<file path="src/rtl/hdlc_rx_deframer_if.sv">
// hdlc_rx_deframer_if: serial line input and deframed byte/status outputs of the HDLC receiver
interface hdlc_rx_deframer_if #(
  parameter int CNT_W = 8
);
  logic Rx;
  logic RxEN;
  logic [7:0] Rx_Data;
  logic Rx_NewByte;
  logic Rx_ValidFrame;
  logic Rx_FlagDetect;
  logic Rx_AbortDetect;
  logic Rx_EoF;
  logic Rx_FrameError;
  logic [CNT_W-1:0] Rx_ByteCount;
  modport master (
    output Rx, RxEN,
    input Rx_Data, Rx_NewByte, Rx_ValidFrame, Rx_FlagDetect, Rx_AbortDetect, Rx_EoF, Rx_FrameError, Rx_ByteCount
  );
  modport slave (
    input Rx, RxEN,
    output Rx_Data, Rx_NewByte, Rx_ValidFrame, Rx_FlagDetect, Rx_AbortDetect, Rx_EoF, Rx_FrameError, Rx_ByteCount
  );
endinterface

</file>
<file path="src/rtl/hdlc_rx_deframer.sv">
// hdlc_rx_deframer: HDLC Rx flag/abort detection, zero removal and byte framing; HDLC_RX_BYTECNT_EN builds Rx_ByteCount
module hdlc_rx_deframer #(
  parameter int CNT_W = 8
) (
  input logic Clk,
  input logic Rst,
  hdlc_rx_deframer_if.slave bus
);
  typedef enum logic [1:0] {IDLE, ARMED, FRAME} state_t;
  state_t state_q;
  logic [7:0] sr_q, sr_d, dtag_q, dtag_d, acc_q, acc_d, data_q;
  logic [2:0] run_q, run_d, bitcnt_q, bitcnt_d;
  logic newbyte_q, valid_q, flag_q, abort_q, end_q, err_q, eof_q, ferr_q;
  logic en, flag_m, abort_m, match, newtag, accept, done;
  assign en = bus.RxEN;
  assign flag_m = en && sr_q == 8'h7E;
  assign abort_m = en && sr_q == 8'hFE;
  assign match = flag_m || abort_m;
  assign newtag = !bus.Rx && run_q == 3'd5;
  // dtag[0] marks the popped bit as a stuffed zero or a flag/abort remnant
  assign accept = en && !match && !dtag_q[0] && state_q != IDLE;
  assign done = accept && bitcnt_q == 3'd7;
  always_comb begin
    sr_d = en ? {bus.Rx, sr_q[7:1]} : 8'hFF;
    dtag_d = !en ? 8'hFF : match ? {newtag, 7'h7F} : {newtag, dtag_q[7:1]};
    run_d = !en || !bus.Rx ? 3'd0 : run_q == 3'd7 ? run_q : run_q + 3'd1;
    acc_d = accept ? {sr_q[0], acc_q[7:1]} : !en || match ? 8'h00 : acc_q;
    bitcnt_d = accept ? bitcnt_q + 3'd1 : !en || match ? 3'd0 : bitcnt_q;
  end
  always_ff @(posedge Clk or negedge Rst) begin
    if (!Rst) begin
      state_q <= IDLE;
      sr_q <= 8'hFF;
      dtag_q <= 8'hFF;
      run_q <= 3'd0;
      acc_q <= 8'h00;
      bitcnt_q <= 3'd0;
      data_q <= 8'h00;
      newbyte_q <= 1'b0;
      valid_q <= 1'b0;
      flag_q <= 1'b0;
      abort_q <= 1'b0;
      end_q <= 1'b0;
      err_q <= 1'b0;
      eof_q <= 1'b0;
      ferr_q <= 1'b0;
    end else begin
      state_q <= !en || abort_m ? IDLE : flag_m ? ARMED : done && state_q == ARMED ? FRAME : state_q;
      sr_q <= sr_d;
      dtag_q <= dtag_d;
      run_q <= run_d;
      acc_q <= acc_d;
      bitcnt_q <= bitcnt_d;
      data_q <= done ? acc_d : data_q;
      newbyte_q <= done;
      valid_q <= !en || match ? 1'b0 : done && state_q == ARMED ? 1'b1 : valid_q;
      flag_q <= flag_m;
      abort_q <= abort_m;
      end_q <= valid_q && (!en || match);
      err_q <= valid_q && flag_m && bitcnt_q != 3'd0;
      eof_q <= end_q;
      ferr_q <= err_q;
    end
  end
`ifdef HDLC_RX_BYTECNT_EN
  logic [CNT_W-1:0] cnt_q;
  always_ff @(posedge Clk or negedge Rst) begin
    if (!Rst) cnt_q <= '0;
    else if (done) cnt_q <= state_q == ARMED ? CNT_W'(1) : cnt_q != '1 ? cnt_q + CNT_W'(1) : cnt_q;
  end
  assign bus.Rx_ByteCount = cnt_q;
`else
  assign bus.Rx_ByteCount = {CNT_W{1'b0}};
`endif
  assign bus.Rx_Data = data_q;
  assign bus.Rx_NewByte = newbyte_q;
  assign bus.Rx_ValidFrame = valid_q;
  assign bus.Rx_FlagDetect = flag_q;
  assign bus.Rx_AbortDetect = abort_q;
  assign bus.Rx_EoF = eof_q;
  assign bus.Rx_FrameError = ferr_q;
endmodule

</file>
<file path="src/flat_wrapper.sv">
// flat-port wrapper written by rule: the top's interface ports become plain ports
module hdlc_rx_deframer_flat 
#(
  parameter int CNT_W = 8
)
  (Clk, Rst, bus_Rx, bus_RxEN, bus_Rx_Data, bus_Rx_NewByte, bus_Rx_ValidFrame, bus_Rx_FlagDetect, bus_Rx_AbortDetect, bus_Rx_EoF, bus_Rx_FrameError, bus_Rx_ByteCount);
  hdlc_rx_deframer_if #(.CNT_W(CNT_W)) bus_i ();
  input logic Clk;
  input logic Rst;
  input wire logic [$bits(bus_i.Rx)-1:0] bus_Rx;
  input wire logic [$bits(bus_i.RxEN)-1:0] bus_RxEN;
  output wire logic [$bits(bus_i.Rx_Data)-1:0] bus_Rx_Data;
  output wire logic [$bits(bus_i.Rx_NewByte)-1:0] bus_Rx_NewByte;
  output wire logic [$bits(bus_i.Rx_ValidFrame)-1:0] bus_Rx_ValidFrame;
  output wire logic [$bits(bus_i.Rx_FlagDetect)-1:0] bus_Rx_FlagDetect;
  output wire logic [$bits(bus_i.Rx_AbortDetect)-1:0] bus_Rx_AbortDetect;
  output wire logic [$bits(bus_i.Rx_EoF)-1:0] bus_Rx_EoF;
  output wire logic [$bits(bus_i.Rx_FrameError)-1:0] bus_Rx_FrameError;
  output wire logic [$bits(bus_i.Rx_ByteCount)-1:0] bus_Rx_ByteCount;
  assign bus_i.Rx = bus_Rx;
  assign bus_i.RxEN = bus_RxEN;
  assign bus_Rx_Data = bus_i.Rx_Data;
  assign bus_Rx_NewByte = bus_i.Rx_NewByte;
  assign bus_Rx_ValidFrame = bus_i.Rx_ValidFrame;
  assign bus_Rx_FlagDetect = bus_i.Rx_FlagDetect;
  assign bus_Rx_AbortDetect = bus_i.Rx_AbortDetect;
  assign bus_Rx_EoF = bus_i.Rx_EoF;
  assign bus_Rx_FrameError = bus_i.Rx_FrameError;
  assign bus_Rx_ByteCount = bus_i.Rx_ByteCount;
  hdlc_rx_deframer #(.CNT_W(CNT_W)) u_core (.Clk(Clk), .Rst(Rst), .bus(bus_i));
endmodule
</file>
<file path="config.mk">
export PLATFORM = sky130hd
export DESIGN_NAME = hdlc_rx_deframer_flat
export DESIGN_NICKNAME = d
export VERILOG_FILES = /design/src/rtl/hdlc_rx_deframer_if.sv /design/src/rtl/hdlc_rx_deframer.sv /design/src/flat_wrapper.sv
export SDC_FILE = /design/constraint.sdc
export NUM_CORES = 1
export LEC_CHECK = 0
export ABC_AREA = 1
export ABC_CLOCK_PERIOD_IN_PS = 4500
export CELL_PAD_IN_SITES_DETAIL_PLACEMENT = 1
export CELL_PAD_IN_SITES_GLOBAL_PLACEMENT = 1
export CORE_AREA = 2 2 98 53
export CTS_BUF_LIST = sky130_fd_sc_hd__clkbuf_16
export DETAILED_ROUTE_END_ITERATION = 8
export DIE_AREA = 0 0 100 55
export HOLD_SLACK_MARGIN = 0.08
export PLACE_DENSITY_LB_ADDON = 0.1
export SLEW_MARGIN = 25
export SYNTH_ARGS = -nofsm -noshare
export SYNTH_HDL_FRONTEND = slang
export SYNTH_SLANG_ARGS = --single-unit
</file>
<file path="constraint.sdc">
create_clock -name Clk -period 4.5 [get_ports Clk]
set_input_delay 1.125 -clock Clk [delete_from_list [all_inputs] [get_ports Clk]]
set_output_delay 1.125 -clock Clk [all_outputs]
set_load 0.005 [all_outputs]
</file>
Word-level counts from Yosys, hierarchy flattened:

Cells that the tools add are included.
W data, S select, Z words.

* logic and storage cells: 62
* register bits after elaboration: 48
* output and inout bits: 22
* bits of input ports: 4

* mux-type cells: 14
* reductions and logical operators: 24
* equality and inequality tests: 7
* $add $sub $neg: 2

Operator list (number)
* $mux W8: 4
* $mux W3: 4
* $logic_and A1 B1 Y1: 11
* $eq A3 B3 Y1 const B: 3
* $eq A8 B7 Y1 const B: 1
* $eq A8 B8 Y1 const B: 1
* $mux W7: 1
* $add A3 B1 Y3 const B: 2
* $mux W2: 3
* $reduce_bool A2 Y1: 3
* $reduce_bool A3 Y1: 2
* $logic_not A1 Y1: 4
* $logic_or A1 B1 Y1: 4
* $eq A2 B1 Y1 const B: 1
* $mux W1: 2
* $ne A2 B1 Y1 const B: 1

Longest topological paths before layout:

* depth after elaboration: 12
* depth in mapped cells: 10
* gate-level depth less buffers: 9

Worst setup path before layout:

OpenSTA, ideal clock, no wires.

* path kind: in2reg
* from: in bus_RxEN
* to: reg u_core.acc_q[6]
* data arrival time: 1874 ps
* path buffers: 1
* stages on the path: 9
* path slack: 2509 ps
* library setup time: 117 ps
* data required time: 4383 ps
* cells stage by stage: inv_2 nor2_4 nand3_2 nor2_4 nor2_4 nand2_8 buf_12 nand2_2 o21ai_2

* word-level cells in the longest chain between the ends: 7
* elaborated cells on any way between the ends: 11
* those cells by class: mux (2); reduce/logical (9)

RTL lines
* start, declared: RTL line flat_wrapper.sv:11 `input wire logic [$bits(bus_i.RxEN)-1:0] bus_RxEN;`
* $logic_and A1 B1 Y1 (*): RTL line hdlc_rx_deframer.sv:16 `assign flag_m = en && sr_q == 8'h7E;`
* via u_core.flag_m: RTL line hdlc_rx_deframer.sv:14 `logic en, flag_m, abort_m, match, newtag, accept, done;`
* $logic_or A1 B1 Y1 (*): RTL line hdlc_rx_deframer.sv:18 `assign match = flag_m || abort_m;`
* $logic_not A1 Y1: RTL line hdlc_rx_deframer.sv:21 `assign accept = en && !match && !dtag_q[0] && state_q != IDLE;`
* $logic_and A1 B1 Y1 (3 in a row): RTL line hdlc_rx_deframer.sv:21
* $mux W8 (*): RTL line hdlc_rx_deframer.sv:27 `acc_d = accept ? {sr_q[0], acc_q[7:1]} : !en || match ? 8'h00 : acc_q;`
* via u_core.acc_d[6]: RTL line hdlc_rx_deframer.sv:11 `logic [7:0] sr_q, sr_d, dtag_q, dtag_d, acc_q, acc_d, data_q;`
* end signal, assigned: RTL line hdlc_rx_deframer.sv:36 `acc_q <= 8'h00;`
* end signal, assigned: RTL line hdlc_rx_deframer.sv:52 `acc_q <= acc_d;`
* end, declared: RTL line hdlc_rx_deframer.sv:11

The timed path passes the listed nets; every way through them passes the cells marked *.
A chain may end at the register's enable or synchronous reset.

Worst setup path after layout:

* from: in bus_RxEN
* to: reg u_core.data_q[0], in the netlist u_core.bus.Rx_Data[0]

* word-level cells in the longest chain between the ends: 7
* elaborated cells on any way between the ends: 12
* those cells by class: mux (2); reduce/logical (10)

RTL lines
* $logic_and A1 B1 Y1 (on tied branches): RTL line hdlc_rx_deframer.sv:16, hdlc_rx_deframer.sv:17
* $logic_or A1 B1 Y1: RTL line hdlc_rx_deframer.sv:18
* $logic_not A1 Y1: RTL line hdlc_rx_deframer.sv:21
* $logic_and A1 B1 Y1 (3 in a row): RTL line hdlc_rx_deframer.sv:21
* $mux W8 / $logic_and A1 B1 Y1 (equally long branches): RTL line hdlc_rx_deframer.sv:27, hdlc_rx_deframer.sv:22
* end signal, assigned: RTL line hdlc_rx_deframer.sv:54 `data_q <= done ? acc_d : data_q;`
* end, declared: RTL line hdlc_rx_deframer.sv:11

Parallel ways exist; a longest one is shown, timed or not.

==> flow_summary_export.csv <==
group,metric,value,unit
die,dieArea,5500,µm²
run,cap_viol_max_count,0,
setup_path,critical-path-top-delay-family,"simple AND/OR/NAND/NOR gates",
global_route,grt_max_degree,48,
power,power.density,365,nW/µm²
cts,post_cts_buffers,0,
detailed_routing,drt-initial-drc-count,35,
die,start_util,0.437,
logic_synthesis,synth_top_cell_by_area,"dfrtp_1",
cts,root_buffer,"clkbuf_16",
cts,cts_max_level,2,
cts,cts_buffers,5,
cells_and_area,regArea,1200,µm²
sta,max_freq,0.357,GHz
logic_synthesis,ys_ff_latch,47,
power,p_leak,1.14,nW
setup_path,path_max_fanout,16,
global_route,antenna_found_initial,0,
cells_and_area,nNetsFinal,227,
setup_path,end_kind,"flip-flop",
power,pwr-share-clk,0.473,
sta,slew_violations,0,
cts,path_clk_slew,60,ps
cts,clock_sinks,47,
detailed_routing,drc,0,
power,internal_power,0.695,mW
setup_path,cp_data_arrival_time,2980,ps
cts,cts_tree,"built",
setup_path,required,4670,ps
cts,insertion_delay,290,ps
logic_synthesis,netlist.area_leader.share,0.379,
cts,hold_buffers,0,
logic_synthesis,ys_types,31,
die,fp.coreArea,4680,µm²
setup_path,slowest_stage,"clkdlybuf4s50_1",
logic_synthesis,yosysWarnings,0,
logic_synthesis,synth_area,2050,µm²
die,die_x,100,µm
detailed_routing,vias,1327,
die,io_pins,26,
sta,tightest_slew,585,ps
sta,tns,0,ps
detailed_routing,avgViaCountPerCell,4.77,
cells_and_area,multi_input_area,693,µm²
power,pwr-share-comb,0.031,
cells_and_area,area_delta_synth_final,16.5,%
logic_synthesis,syn_inst,198,
cts,cts_resized,0,
setup_path,crit_chain,"clkdlybuf4s50_1, nand3_2, nor2_2, nand2_2, nand2_1, nand2_1",
setup_path,cp_slowest_stage_delay,620,ps
sta,grt_setup_unrepaired,"no",
place,routabilityCongestion,0.750,
logic_synthesis,ys.flop_type,"dfrtp_1",
logic_synthesis,synthTopCellsByArea,"dfrtp_1 (38%), dfstp_2 (21%), nand2_1 (7.7%)",
sta,setup_viol,0,
detailed_routing,drt-total-wl,3.98,mm
place,dpl_cell_area,2220,µm²
cells_and_area,drive_gt1_frac,0.220,
cells_and_area,fin_cells,278,
cells_and_area,final_cell_area,2380,µm²
logic_synthesis,synthTopCellsByCount,"nand2_1 (42), dfrtp_1 (31), inv_1 (21), dfstp_2 (16)",
global_route,first_global_vias,1325,
detailed_routing,firstDrtPassIters,4,
logic_synthesis,synth_seq_area_share,0.585,
global_route,grt_overflow_total,0,
power,seqPwrFrac,0.496,
die,die_y,55,µm
setup_path,crit_path_start_kind,"input port",
outcome,outcome,"complete, no violations",
setup_path,cp_common_cell,"nand2_1",
sta,finClkSkew,5.15,ps
cells_and_area,diodes,0,
setup_path,crit_type,"input port to flip-flop",
logic_synthesis,syn_avg_cell_area,10.3,µm²
sta,min_period,2800,ps
power,swShare,0.201,
power,p_sw,0.175,mW
hold_path,hp-class,"flip-flop to flip-flop",
detailed_routing,wl_per_cell,14.3,µm
logic_synthesis,synth-edff-count,0,
global_route,grt_first_pass_wirelength,6.61,mm
cells_and_area,fillerInstances,512,
sta,fin_crit_sh,0.623,
detailed_routing,antenna_left,0,
sta,hold_violations,0,
global_route,grt_usage,0.166,
power,max-vdd-ir-drop,153,µV
cells_and_area,fin_util,0.509,
place,place_inst,270,
logic_synthesis,async_reset_ff_frac,1.00,
die,num_rows,18,
place,dpl.hpwl,2.89,mm
setup_path,critPathBufInv,1,
logic_synthesis,yosysMostFrequentCell,"nand2_1",
sta,slew_headroom,0.610,
cts,clockBufferDepth,2,
place,port_buffers,17,
sta,holdWs,359,ps
-- path summary, 6_finish.rpt --
check	from	endpoint	slack, ps	cells after the start
hold reg to reg	u_core.end_q	u_core.bus.Rx_EoF	360	0
max in group asynchronous	Rst	u_core.bus.Rx_Data[7]	3260	1
setup reg to reg	u_core.sr_q[0]	u_core.bus.Rx_Data[0]	2340	9
hold / removal	u_core.end_q	u_core.bus.Rx_EoF	360	0
setup / recovery	bus_RxEN	u_core.bus.Rx_Data[0]	1700	6
min in group asynchronous	Rst	u_core.run_q[1]	840	1
-- placed cells by master, fill, tap and decap left out, drive strengths merged, types with 2 or more instances in the layout --
master,instances
clkinv,2
nor2,16
dfrtp,31
nor3,2
nand2,46
or2,13
clkbuf,5
inv,23
o21ai,10
o311ai,3
nand3,14
dfstp,16
clkdlybuf4s50,16
conb,8
ha,6
-- routing by layer --
layer,track usage,share of wire
met4,0.0479,0.0080
met1,0.215,0.49
met3,0.0603,0.039
met2,0.269,0.46
met5,0,0
-- cell families (layout without fill, tap and decap cells) --
family,count (synthesis),after routing,synth area share
flip-flops,47,47,0.585
buffers and inverters,35,48,0.0893
adder cells (fa/ha/maj),6,6,0.0367
AO/OA/AOI/OAI,16,16,0.0581
AND/OR/NAND/NOR,92,92,0.225
XOR/XNOR,1,1,0.00428
other,1,8,0.00183
-- power by group through the flow --
stage	registers [mW]	logic, mW	clock network, mW
after floorplan	0.439	0.0183	0
after global placement	0.439	0.0265	0
after detailed placement	0.439	0.0280	0
after CTS	0.432	0.0281	0.418
after global routing	0.432	0.0317	0.446
final	0.432	0.0271	0.411
-- cell type report --
cell class | instances | area share
clock buffer | 5 | 0.0525
tap | 60 | 0.0315
timing repair buffer | 17 | 0.0704
sequential | 47 | 0.502
clock inverter | 3 | 0.0163
inverter | 23 | 0.0362
multi-input combinational | 123 | 0.291
-- worst register-to-register path, stage by stage (launching register included) --
cell	delay (ps)
dfstp_2	550
inv_2	40
nand2_1	70
nor2_1	90
nand2_2	120
nand3_2	270
nor2_2	490
nand2_2	250
nand2_1	130
nand2_1	50
-- state kept, by name (all words and copies together), names as in the netlist, 2 cells and up --
name / flops
u_core.acc_q: 7
u_core.bitcnt_q: 3
u_core.bus.Rx_Data: 8
u_core.dtag_q: 8
u_core.run_q: 3
u_core.sr_q: 8
u_core.state_q: 2
-- through the flow --
stage	worst slack, ps	power (mW)
after CTS	1690	0.878
after global placement	1550	0.465
after detailed placement	1390	0.467
after floorplan	2510	0.457
final	1700	0.870
after global routing	1510	0.910
Power figures use the tool's default switching activity.
==> variant (config.mk and constraints unchanged) <==
The 3 states of `state_t` get a one-hot encoding in 3 bits.
--- a/src/rtl/hdlc_rx_deframer.sv
+++ b/src/rtl/hdlc_rx_deframer.sv
@@ -7,5 +7,5 @@
   hdlc_rx_deframer_if.slave bus
 );
-  typedef enum logic [1:0] {IDLE, ARMED, FRAME} state_t;
+  typedef enum logic [2:0] {IDLE = 3'b001, ARMED = 3'b010, FRAME = 3'b100} state_t;
   state_t state_q;
   logic [7:0] sr_q, sr_d, dtag_q, dtag_d, acc_q, acc_d, data_q;
Check against the original RTL: same outputs for any inputs over 10 cycles, from zero or initial values and one cycle with Rst low; not proved beyond that.
==> variant against the original RTL <==
  * First-iteration DRC count increased by 29%
  * Synthesized cell count decreased by 2.5%
  * Synthesized area decreased by 3.4%
  * Utilization decreased by 1.7 points
  * Routed wire length decreased by 2.5%
  * Final area decreased by 3.4%
  * Worst setup slack got worse by 0.18 ns
  * Clock power decreased by 13%
  * Sequential cell count increased by 1
  * Clock skew decreased by 0.0026 ns
  * Register-to-register slack about the same
  * Die area unchanged
  * Power decreased by 5.0%
  * Critical path type unchanged
  * Largest cell class unchanged
==> variant: results (changes against the original RTL) <==
metric,value,unit,change
relSlewSlack,44.8,%,was 61.0%
placed_cells,265,,was 270
place_hpwl,2800,um,was 2890 um
seq_area_frac_synth,61.8,%,was 58.5%
synth_commonest_cells,"nand2_1 (41), dfrtp_1 (31), inv_1 (25)",,"was nand2_1 (42), dfrtp_1 (31), inv_1 (21)"
async_reset_ff_share,100,%,unchanged
synth_enable_flop_cells,0,,unchanged
grt_max_degree,49,,was 48
ys.flop_type,dfrtp_1,,unchanged
met3_length,171,um,was 157 um
r2r-start,u_core.sr_q[0],,unchanged
nets,222,,was 227
track_usage,16.2,%,was 16.6%
cp_max_fo,19,,was 16
route.met2.wl,1680,um,was 1840 um
cts.reportedPaths.clkPinSlew,0.06,ns,about the same
total_leakage_power,1.10,nW,was 1.14 nW
n_antenna_cell,0,,unchanged
num_vias,1272,,was 1327
cts_buffer_depth,2,,unchanged
cp-startpoint,bus_RxEN,,unchanged
cts-root-buf,clkbuf_16,,unchanged
synth.area.top_cells,"dfrtp_1 (39%), dfstp_2 (23%), nand2_1 (7.8%)",,"was dfrtp_1 (38%), dfstp_2 (21%), nand2_1 (7.7%)"
yosysWarnings,0,,unchanged
synth_area_per_cell,10.2,um^2,was 10.3 um^2
hp-class,reg2reg,,unchanged
antenna_found_initial,0,,unchanged
status,finished clean,,unchanged
cts_buffers,5,,unchanged
cts_resized,0,,unchanged
rrSetupSlack,2.34,ns,about the same
first_pass_iters,4,,unchanged
clock_latency,0.29,ns,about the same
synth.distinct_cells,25,,was 31
final_hold_viol_count,0,,unchanged
place_congestion,0.746,,was 0.750
skew,0.00260,ns,was 0.00515 ns
r2r_cells,9,,unchanged
ir_worst_vdd,0.000170,V,was 0.000153 V
drt_iter0_drc,45,,was 35
arrival,3.16,ns,was 2.98 ns
routed.top_layer,met4,,unchanged
cts_max_level,2,,unchanged
io_buffers,17,,unchanged
avgRoutedWirePerCell,14.2,um,was 14.3 um
rr_endpoint,u_core.bus.Rx_Data[4],,was u_core.bus.Rx_Data[0]
critPathCaptureType,register,,unchanged
vias_per_cell,4.66,,was 4.77
final_layout_size_suffix_gt1_share,21.1,%,was 22.0%
cts_setup_buffers,0,,unchanged
met1Wirelength,1930,um,was 1950 um
grt_pass1_wl,6390,um,was 6610 um
## variant: cell count changes in the layout (fill, tap and decap cells not counted), sizes merged, moves of 2 or more
cell / change
nand3: -4
inv: +4
nor2: -6
nand4: +2
o21ai: +5
nor3: -2
o311ai: -3
nand2: -3
## variant: critical path, stage by stage
cell and delay [ns]:
clkdlybuf4s50_1 0.49, inv_2 0.17, nor2_2 0.05, nand2_1 0.11, nor2_4 0.05, inv_2 0.07, nand2_2 0.11, nor2_2 0.67
nand2_8 0.13, nand2_1 0.11, nand2_1 0.07
## variant: cell type report
class                      instances  area [um^2]
tap                               60         75.1
clock inverter                     3         13.8
inverter                          27          101
clock buffer                       5          125
fill                             520         2380
timing repair buffer              17          168
multi-input combinational        113          596
sequential                        48         1220
## variant: worst min path at each step
stage / end / cells past startpoint / startpoint / slack, ns
after floorplan: u_core.bus.Rx_EoF / 0 / u_core.end_q / 0.33
after global routing: u_core.bus.Rx_EoF / 0 / u_core.end_q / 0.36
after detailed placement: u_core.bus.Rx_FrameError / 0 / u_core.err_q / 0.34
final: u_core.bus.Rx_EoF / 0 / u_core.end_q / 0.35
after CTS: u_core.bus.Rx_FrameError / 0 / u_core.err_q / 0.35
after global placement: u_core.bus.Rx_FrameError / 0 / u_core.err_q / 0.33
## variant: report_power, final
group	total [W]	internal (W)	switching, W	leakage, nW
clock	0.000358	0.000202	0.000156	0.0710
combinational	0.0000272	0.00000693	0.0000202	0.422
sequential	0.000442	0.000440	0.00000237	0.611
## variant: through the flow
| step | utilization, % | area (um^2) | setup WS (ns) |
|---|---|---|---|
| 6_report | 49.1 | 2300 | 1.51 |
| 5_1_grt | 49.1 | 2300 | 1.25 |
| 4_1_cts | 49.1 | 2300 | 1.46 |
| 3_5_place_dp | 46.1 | 2160 | 1.19 |
| 3_3_place_gp | 46.1 | 2160 | 1.28 |
| 2_1_floorplan | - | 2000 | 2.43 |
## variant: per-layer routing
layer	up-vias	track usage, %
met4	0	7.76
li1	617	-
met5	-	0
met3	9	5.53
met1	619	21.3
met2	27	24.4
## variant: cells by family after synthesis
logic type,count (synthesis),share of synthesized area (%)
other,1,0.190
adder cells (fa/ha/maj),6,3.80
flip-flops,48,61.8
buffers and inverters,39,9.37
AND/OR/NAND/NOR,78,18.9
XOR/XNOR,1,0.443
AO/OA/AOI/OAI,20,5.44
